$ cat config.mk
export PLATFORM = sky130hd
export DESIGN_NAME = rr_mux4_to_1
export DESIGN_NICKNAME = d
export VERILOG_FILES = /design/src/rtl/rr_mux4_to_1.sv
export SDC_FILE = /design/constraint.sdc
export NUM_CORES = 1
export LEC_CHECK = 0
export BUFFER_PORTS_ARGS = -buffer_cell sky130_fd_sc_hd__buf_2
export CAP_MARGIN = 20
export CORE_ASPECT_RATIO = 1.1
export CORE_MARGIN = 2
export CORE_UTILIZATION = 50
export CTS_CLUSTER_SIZE = 8
export DETAILED_ROUTE_END_ITERATION = 10
export HOLD_SLACK_MARGIN = 0.08
export MAX_ROUTING_LAYER = met4
export PLACE_DENSITY = 0.84
export RECOVER_POWER = 50
export REMOVE_ABC_BUFFERS = 1
export SYNTH_ARGS = -nofsm -noshare
export SYNTH_HDL_FRONTEND = slang
export SYNTH_SLANG_ARGS = --single-unit
$ cat constraint.sdc
create_clock -name clk -period 5.2 [get_ports clk]
set_input_delay 0.52 -clock clk [delete_from_list [all_inputs] [get_ports clk]]
set_output_delay 0.52 -clock clk [all_outputs]
set_load 0.01 [all_outputs]
$ cat src/rtl/rr_mux4_to_1.sv
// -----------------------------------------------------------------------------
// rr_mux4_to_1
//
// Merges four valid/ready input channels into one registered output stream.
// A round-robin arbiter selects one requesting channel per transfer. The
// output register holds the data word together with the 2-bit index of the
// channel it came from. That index uses the same encoding that a downstream
// demux1_to_4 expects on its sel input.
//
// Parameters
//   DW         data width of each input channel and of out_data
//
// Ports
//   clk        single clock; all state changes on the rising edge
//   rst        synchronous active-high reset
//   in_valid   per-channel request, bit i = channel i
//   in_data    channel i data at [i*DW +: DW]
//   in_ready   one-hot-or-zero; bit i means channel i transfers this cycle
//   out_valid  output register holds a word
//   out_data   registered data word
//   out_sel    index of the channel that out_data came from
//   out_ready  downstream accepts the word when out_valid & out_ready
// -----------------------------------------------------------------------------
module rr_mux4_to_1 #(
    parameter int DW = 8
) (
    input  logic            clk,
    input  logic            rst,
    input  logic [3:0]      in_valid,
    input  logic [4*DW-1:0] in_data,
    output logic [3:0]      in_ready,
    output logic            out_valid,
    output logic [DW-1:0]   out_data,
    output logic [1:0]      out_sel,
    input  logic            out_ready
);

    // Index of the most recently granted channel. The search for the next
    // grant starts one position after it.
    logic [1:0]    last_grant;

    // Split the flat data bus into per-channel words so that the data mux
    // can index by grant directly.
    logic [DW-1:0] ch_word [4];

    for (genvar g = 0; g < 4; g++) begin : g_split
        assign ch_word[g] = in_data[g*DW +: DW];
    end

    // The output register can accept a new word when it is empty, or when
    // its current word is being drained in this same cycle. A simultaneous
    // drain and load therefore adds no bubble.
    logic load;
    assign load = ~out_valid | out_ready;

    logic any_valid;
    assign any_valid = |in_valid;

    // Round-robin search. Rotate the request vector so that position 0 is
    // the channel just after last_grant. A fixed priority encoder then picks
    // the first set bit, and adding the offset back gives the grant index.
    // With last_grant = 3, the search starts at 0, so the lowest request wins.
    logic [1:0] base;
    logic [7:0] req_twice;
    logic [3:0] req_rot;
    logic [1:0] offset;
    logic [1:0] grant;

    assign base      = last_grant + 2'd1;
    assign req_twice = {in_valid, in_valid};
    assign req_rot   = req_twice[base +: 4];

    always_comb begin
        // NOTE: every output of a combinational block gets a default value
        // first. Then no path leaves it unassigned, and no latch is inferred.
        offset = 2'd0;
        if (req_rot[0])      offset = 2'd0;
        else if (req_rot[1]) offset = 2'd1;
        else if (req_rot[2]) offset = 2'd2;
        else if (req_rot[3]) offset = 2'd3;
    end

    assign grant = base + offset;

    // The handshake goes to the granted channel only. It is held off when
    // nothing is requesting, when the output is stalled, and during reset,
    // so no channel can see a spurious transfer.
    always_comb begin
        in_ready = 4'b0000;
        if (!rst && load && any_valid) begin
            in_ready = 4'b0001 << grant;
        end
    end

    // Output register and arbiter state.
    always_ff @(posedge clk) begin
        // NOTE: sequential state uses non-blocking assignments. Every
        // register then samples values from before the edge, whatever order
        // the statements are written in.
        if (rst) begin
            out_valid  <= 1'b0;
            out_data   <= '0;
            out_sel    <= 2'd0;
            last_grant <= 2'd3;
        end else if (load) begin
            if (any_valid) begin
                out_valid  <= 1'b1;
                out_data   <= ch_word[grant];
                out_sel    <= grant;
                last_grant <= grant;
            end else begin
                // Drained with nothing to replace it. The data, the index and
                // the rotation point keep their last values.
                out_valid  <= 1'b0;
            end
        end
        // When stalled (out_valid & ~out_ready), everything holds.
    end

endmodule

[Word level (Yosys, flattened, before mapping)]
Cells that the tools add are included.
Operators by class
  $add $sub $neg: 2
  magnitude comparators: 1
  shift-type cells: 2
  muxes and demuxes: 9
  bitwise logic cells: 3
  reduce and logical (&&, ||, !) cells: 5
Operators by type and width (count)
  binary-select mux 8 bit (select 2 bit): 1
  two-way mux 8 bit: 2
  two-way mux 2 bit: 4
  variable part select 8 x 3 -> 4 bit: 1
  two-way mux 4 bit: 1
  OR reduction 4 bit: 1
  left shift 1 x 2 -> 4 bit (first input constant): 1
  >= comparator 3 bit (second input constant): 1
  NOT 2 -> 3 bit: 1
  adder 2 x 1 -> 2 bit (second input constant): 1
  adder 2 bit: 1
  logical AND 1 bit: 2
  AND reduction 2 bit: 1
  zero test 1 bit: 1
  two-way mux 1 bit: 1
  NOT 1 bit: 1
  bitwise OR 1 bit: 1
Storage, ports and cells
  register bits after elaboration: 13
  bits of input ports: 39
  output and inout port bits: 15
  logic and storage cells: 26

[Logic depth before layout (Yosys ltp)]
Gate-level depths: netlist of the first run.
  depth after elaboration: 11
  mapped depth: 10

[Worst setup path before layout of the first run]
No wires, ideal clock.
  kind: in2out
  start: in in_valid[1]
  end: out in_ready[2]
  arrival time: 2569 ps
  path slack: 2111 ps
  stages on the path: 8
  cells stage by stage: buf_2 > or4_1 > o221ai_1 > ha_1 > buf_2 > buf_2 > buf_1 > nor4_1
Between the ends
  longest elaborated chain between the ends: 8
Ends and longest elaborated chain
  start, declared: line 29  | input logic [3:0] in_valid,
  variable part select 8 x 3 -> 4 bit *: line 71  | assign req_rot = req_twice[base +: 4];
  two-way mux 2 bit: line 80  | else if (req_rot[3]) offset = 2'd3;
  two-way mux 2 bit: line 79  | else if (req_rot[2]) offset = 2'd2;
  two-way mux 2 bit: line 78  | else if (req_rot[1]) offset = 2'd1;
  two-way mux 2 bit *: line 77  | if (req_rot[0]) offset = 2'd0;
  adder 2 bit *: line 83  | assign grant = base + offset;
  named net grant[0]: line 67  | logic [1:0] grant;
  left shift 1 x 2 -> 4 bit *: line 91  | in_ready = 4'b0001 << grant;
  two-way mux 4 bit *: line 90  | if (!rst && load && any_valid) begin
  end, declared: line 31  | output logic [3:0] in_ready,
Mark *: on every way through the listed nets, which the timed path passes. The rest lies on a longest branch.

[Worst setup path after layout of the first run]
  start: reg last_grant[0]
  end: out in_ready[0]
Between the ends
  longest elaborated chain between the ends: 9
Ends and longest elaborated chain
  start, declared: line 40  | logic [1:0] last_grant;
  start signal, assigned: line 110  | last_grant <= grant;
  adder 2 x 1 -> 2 bit *: line 69  | assign base = last_grant + 2'd1;
  variable part select 8 x 3 -> 4 bit: line 71
  two-way mux 2 bit: line 80
  two-way mux 2 bit: line 79
  two-way mux 2 bit: line 78
  two-way mux 2 bit: line 77
  adder 2 bit *: line 83
  left shift 1 x 2 -> 4 bit *: line 91
  two-way mux 4 bit *: line 90
Every way passes the cells marked *; elsewhere a longest branch is shown, timed or not.

==> results of run 1 <==
per-layer routing:
metal	global-route usage, %	wire, um	up-vias
li1	-	-	627
met1	22.7	1220	596
met2	41.7	1510	48
met3	5.38	198	8
met4	6.31	69	0
met5	-	0	-
stage by stage:
step	instances	worst slack, ns	area (um^2)
after floorplan	132	2.19	1110
after global placement	217	1.95	1430
after detailed placement	217	1.85	1430
after CTS	221	1.68	1460
after global routing	221	1.45	1440
final	221	1.67	1440
cell families (layout without fill, tap and decap cells):
family          count (synthesis)  count (layout)  share of synthesized area (%)
compound gates                 45              45                           32.2
xor+xnor                        4               4                           6.12
buf+inv                        17              63                           7.81
flops                          13              13                           21.9
fa+ha+maj                       1               1                           1.05
mux                             8               8                           6.75
simple gates                   57              57                           24.2
area by class of cell:
type	instances	area, um^2	area share, %
Tap cell	30	37.5	2.60
Inverter	4	17.5	1.22
Multi-Input combinational cell	115	833	57.8
Clock buffer	4	26.3	1.82
Timing Repair Buffer	55	267	18.5
Sequential cell	13	260	18.1
report_power, final:
part | switching (mW) | internal, mW
combinational | 0.372 | 0.243
sequential | 0.0323 | 0.139
clock | 0.0334 | 0.0298
worst max-delay path by stage:
stage | startpoint | end | slack, ns
CTS | last_grant[0] | in_ready[0] | 1.68
detailed placement | in_valid[2] | out_data[5] | 1.85
global placement | in_valid[2] | in_ready[0] | 1.95
floorplan | in_valid[2] | in_ready[2] | 2.19
global route | last_grant[0] | in_ready[0] | 1.45
finish | last_grant[0] | in_ready[0] | 1.67
state kept, by name, indices dropped and copies added, names as in the netlist:
signal      cells
out_data        8
last_grant      2
out_sel         2
out_valid       1
worst max-delay path: stages, from the launching register on:
cell and delay [ns]:
dfxtp_1 0.55, nor3_1 0.11, a311oi_1 0.26, o221ai_1 0.15, ha_1 0.21, xnor2_1 0.43, xnor2_4 0.20, xnor2_4 0.43
and3b_1 0.24, buf_2 0.14
cells in the mapped netlist (all sizes together) (2+ instances only):
cell type / instances
nand2: 20
nor2b: 18
a211oi: 16
dfxtp: 13
buf: 10
nor2: 9
a2111oi: 8
mux2i: 8
o21bai: 8
a21oi: 4
inv: 4
xnor2: 4
clkbuf: 3
or2: 3
nor4: 2
o21ai: 2
o32ai: 2
==> flow_metrics.tcl, run 1 <==
set metrics [dict create \
    outcome "complete, no violations" \
    cts.sinks 13 \
    synth.avg_cell_area_um2 8.18 \
    h-tree-depth 1 \
    die_h_um 55.1 \
    cts.repair.resized 0 \
    hp-start "out_sel[0]" \
    hold_ws_ns 0.457 \
    grt_pass1_wl_um 4570 \
    powerDensity_nw_per_um2 590 \
    worstMarginPinSlew_ns 1.00 \
    synth.top_cells.by_area "dfxtp_1 (22%), nor2b_1 (9.5%), a211oi_2 (8.4%)" \
    setup_viol 0 \
    worst_r2r_endpoint "out_data[5]" \
    cp-end-kind "output port" \
    cts_hold_buffers 0 \
    final_nets 232 \
    grt_max_degree 37 \
    r2r.worst_path.cells 9 \
    clk_pin_slew_ns 0.07 \
    dr.pass1.iters 4 \
    drc 0 \
    n_antenna_cell 0 \
    core_um2 2250 \
    cap_violations 0 \
    drive_gt1_share_pct 31.4 \
    crit_path_start_kind "register" \
    track_usage_pct 21.8 \
    fmax_ghz 0.283 \
    avgRoutedWirePerCell_um 13.6 \
    syn_area_um2 1190 \
    tritoncts "yes" \
    routed_wl_um 3000 \
    ys_ff_latch 13 \
    rsz0062_at_grt "false" \
    ys_warn_count 0 \
    start_util_pct 52.7 \
    critPathKind "register to output port" \
    whs_path_depth 2 \
    arrival_ns 3.01 \
    final_antenna_net_count 0 \
    fill_cells 213 \
    synth-async-reset-ratio_pct 0 \
    dieArea_um2 2780 \
    drt_iter0_markers 20 \
    period_minus_slack_ns 3.53 \
    hold_violations 0 \
    io-pin-count 54 \
    rows 18 \
    netlist.area_leader.share_pct 21.9 \
    place_congestion 0.801 \
    r2r-start "last_grant[0]" \
    io_buffers 53 \
    clock_skew_ns 0.00697 \
    post_cts_buffers 0 \
    die_x_um 50.4 \
    synth-edff-count 0 \
    clk_latency_ns 0.28 \
    cellLeakagePower_nw 0.627 \
    via_per_inst 5.79 \
    cts_buffers 3 \
    required_ns 4.68 \
    ir_worst_vdd_uv 330 \
    tns_ns 0 \
    synth-seq-area-share_pct 21.9 \
    grt_pass1_vias 1132 \
    finalPower_uw 850 \
    slew_headroom_pct 33.1 \
    synth.distinct_cells 36 \
    overflow 0 \
    syn_inst 145 \
    finalCritPeriodShare_pct 67.9 \
    layout_common_cells "buf_2 (42), nand2_1 (20), nor2b_1 (18)" \
    synth_top_flop_cell "dfxtp_1" \
    clock_path_buffers 2 \
    area_growth_pct 21.5 \
    holdCritPathClass "register to register" \
    whs_endpoint "out_sel[0]" \
    num_vias 1279 \
    final_max_slew_viol_count 0 \
    crit_fanout 14 \
    postLayoutCoreUtil_pct 64.0 \
    r2r_slack_ns 2.00 \
    cts_root_buf "clkbuf_4" \
    yosys.area.top_type "dfxtp_1" \
    layout_commonest_cell "buf_2" \
    antenna_found_initial 0 \
    dp_hpwl_um 2260 \
]
Note: power is estimated with default switching activity, not from simulation.
==> run 2, diff against run 1 <==
--- a/config.mk
+++ b/config.mk
@@ -9,12 +9,12 @@
 export CAP_MARGIN = 20
 export CORE_ASPECT_RATIO = 1.1
 export CORE_MARGIN = 2
-export CORE_UTILIZATION = 50
+export CORE_UTILIZATION = 47
 export CTS_CLUSTER_SIZE = 8
 export DETAILED_ROUTE_END_ITERATION = 10
 export HOLD_SLACK_MARGIN = 0.08
 export MAX_ROUTING_LAYER = met4
-export PLACE_DENSITY = 0.84
+export PLACE_DENSITY = 0.8
 export RECOVER_POWER = 50
 export REMOVE_ABC_BUFFERS = 1
 export SYNTH_ARGS = -nofsm -noshare
==> constraint.sdc (replaced) <==
create_clock -name clk -period 3.35 [get_ports clk]
set_input_delay 0.335 -clock clk [delete_from_list [all_inputs] [get_ports clk]]
set_output_delay 0.335 -clock clk [all_outputs]
set_load 0.01 [all_outputs]
==> run 2 against run 1 <==
Effect of this change:
- core utilization decreased by 3.2 points
- die area increased by 5.9%
- via count decreased by 2.0%
- final cell count increased by 2.7%
- clock-buffer cell count unchanged
- combinational power increased by 71%
- cell area increased by 3.3%
- wire length decreased by 2.7%
- sequential power increased by 56%
- worst setup slack got worse by 1.3 ns
==> flow_metrics.tcl, run 2 (synthesis gave the netlist of run 1 again) <==
set metrics [dict create \
    place_inst 220 \
    cts_buffers 3 \
    layout_common_cells "buf_2 (42), nand2_1 (20), nor2b_1 (18)" \
    rsz0062_at_grt "false" \
    holdCritPathClass "input pin to register" \
    rows 19 \
    clk_latency_ns 0.28 \
    cts_root_buf "clkbuf_4" \
    grt_max_degree 22 \
    max_flop_register "out_data" \
    final_cells 227 \
    reg_top3 "out_data x8, last_grant x2, out_sel x2" \
    io_buffers 53 \
    area_growth_pct 25.5 \
    fmax_ghz 0.332 \
    crit_path_start_kind "register" \
    hold_ws_ns 0.392 \
    critPathKind "register to output port" \
    drc 0 \
    final_nets 237 \
    grt_pass1_wl_um 4800 \
    drive_gt1_share_pct 34.2 \
    track_usage_pct 21.5 \
    layout_commonest_cell "buf_2" \
    path_cells "nor3_1 -> a311oi_1 -> o221ai_1 -> ha_1 -> xnor2_2 -> xnor2_4 -> xnor2_4 -> buf_4 -> nor4_1 -> buf_2" \
    dr.pass1.iters 4 \
    avgRoutedWirePerCell_um 12.9 \
    period_minus_slack_ns 3.02 \
    num_vias 1253 \
    via_per_inst 5.52 \
    ir_worst_vdd_uv 613 \
    n_antenna_cell 0 \
    tritoncts "yes" \
    overflow 0 \
    antenna_found_initial 0 \
    io-pin-count 54 \
    cap_violations 0 \
    largest_reg_flops 8 \
    clock_skew_ns 0.000818 \
    die_x_um 51.9 \
    start_util_pct 48.4 \
    core_um2 2450 \
    drt_iter0_markers 28 \
    slowest_stage "dfxtp_2" \
    final_max_slew_viol_count 0 \
    cellLeakagePower_nw 0.657 \
    finalCritPeriodShare_pct 90.0 \
    cp_common_cell "xnor2_4" \
    routed_wl_um 2920 \
    grt_pass1_vias 1152 \
    cts.sinks 13 \
    h-tree-depth 1 \
    powerDensity_nw_per_um2 953 \
    slew_headroom_pct 53.6 \
    cpPeakStageDelay_ns 0.45 \
    arrival_ns 2.68 \
    cp-end-kind "output port" \
    dieArea_um2 2940 \
    setup_viol 0 \
    place_congestion 0.760 \
    worstMarginPinSlew_ns 0.679 \
    clock_path_buffers 2 \
    required_ns 3.01 \
    hold_violations 0 \
    crit_fanout 10 \
    dp_hpwl_um 2220 \
    final_antenna_net_count 0 \
    tns_ns 0 \
    clk_pin_slew_ns 0.07 \
    outcome "complete, no violations" \
    die_h_um 56.7 \
    cts_hold_buffers 0 \
]
[run 2: changes by cell type in the layout (fill, tap and decap cells not counted), sizes merged]
cell,previous run,this run
buf,44,49
[run 2: worst paths after layout]
kind,from,to,slack [ns],cells past startpoint
setup / recovery,last_grant[0],in_ready[2],0.33,10
hold / removal,rst,out_sel[0],0.39,2
setup reg to reg,last_grant[0],out_data[2],0.54,9
hold reg to reg,out_sel[0],out_sel[0],0.46,2
[run 2: what timing repair did]
item,CTS,global route
setup buffers,3,0
resized for setup,0,2
endpoints found under the setup margin,2,3
pin swaps,1,0
[run 2: per-layer routing]
| layer | vias up | share of wire [%] | track usage, % |
|---|---|---|---|
| met4 | 0 | 1.8 | 5.26 |
| li1 | 638 | - | - |
| met3 | 8 | 5.3 | 5.05 |
| met1 | 570 | 41 | 24.1 |
| met2 | 37 | 52 | 37.6 |
| met5 | - | 0 | - |
[run 2: area by class of cell]
type / count / area (um^2)
Sequential cell: 13 / 262
Inverter: 4 / 17.5
Clock buffer: 4 / 26.3
Multi-Input combinational cell: 115 / 841
Tap cell: 31 / 38.8
Fill cell: 227 / 960
Timing Repair Buffer: 60 / 304
[run 2: critical path: cells and delay by family (launching register included)]
kind | cells | cell delay, ns
XOR/XNOR | 3 | 0.67
flip-flops | 1 | 0.45
AO/OA/AOI/OAI | 2 | 0.40
buffers and inverters | 2 | 0.33
AND/OR/NAND/NOR | 2 | 0.31
adder cells (fa/ha/maj) | 1 | 0.23
[run 2: power breakdown]
part | internal, mW | switching, mW
combinational | 0.454 | 0.601
clock | 0.0463 | 0.0502
sequential | 0.217 | 0.0510
[run 2: per-stage QoR]
stage               setup slack (ns)  total power [mW]  util, %  area, um^2
floorplan                      0.574             0.995        -        1110
global placement               0.444              1.21     59.0        1450
detailed placement             0.264              1.25     59.0        1450
CTS                          0.00620              1.43     61.0        1490
global route                  0.0893              1.54     60.8        1490
finish                         0.334              1.42     60.8        1490
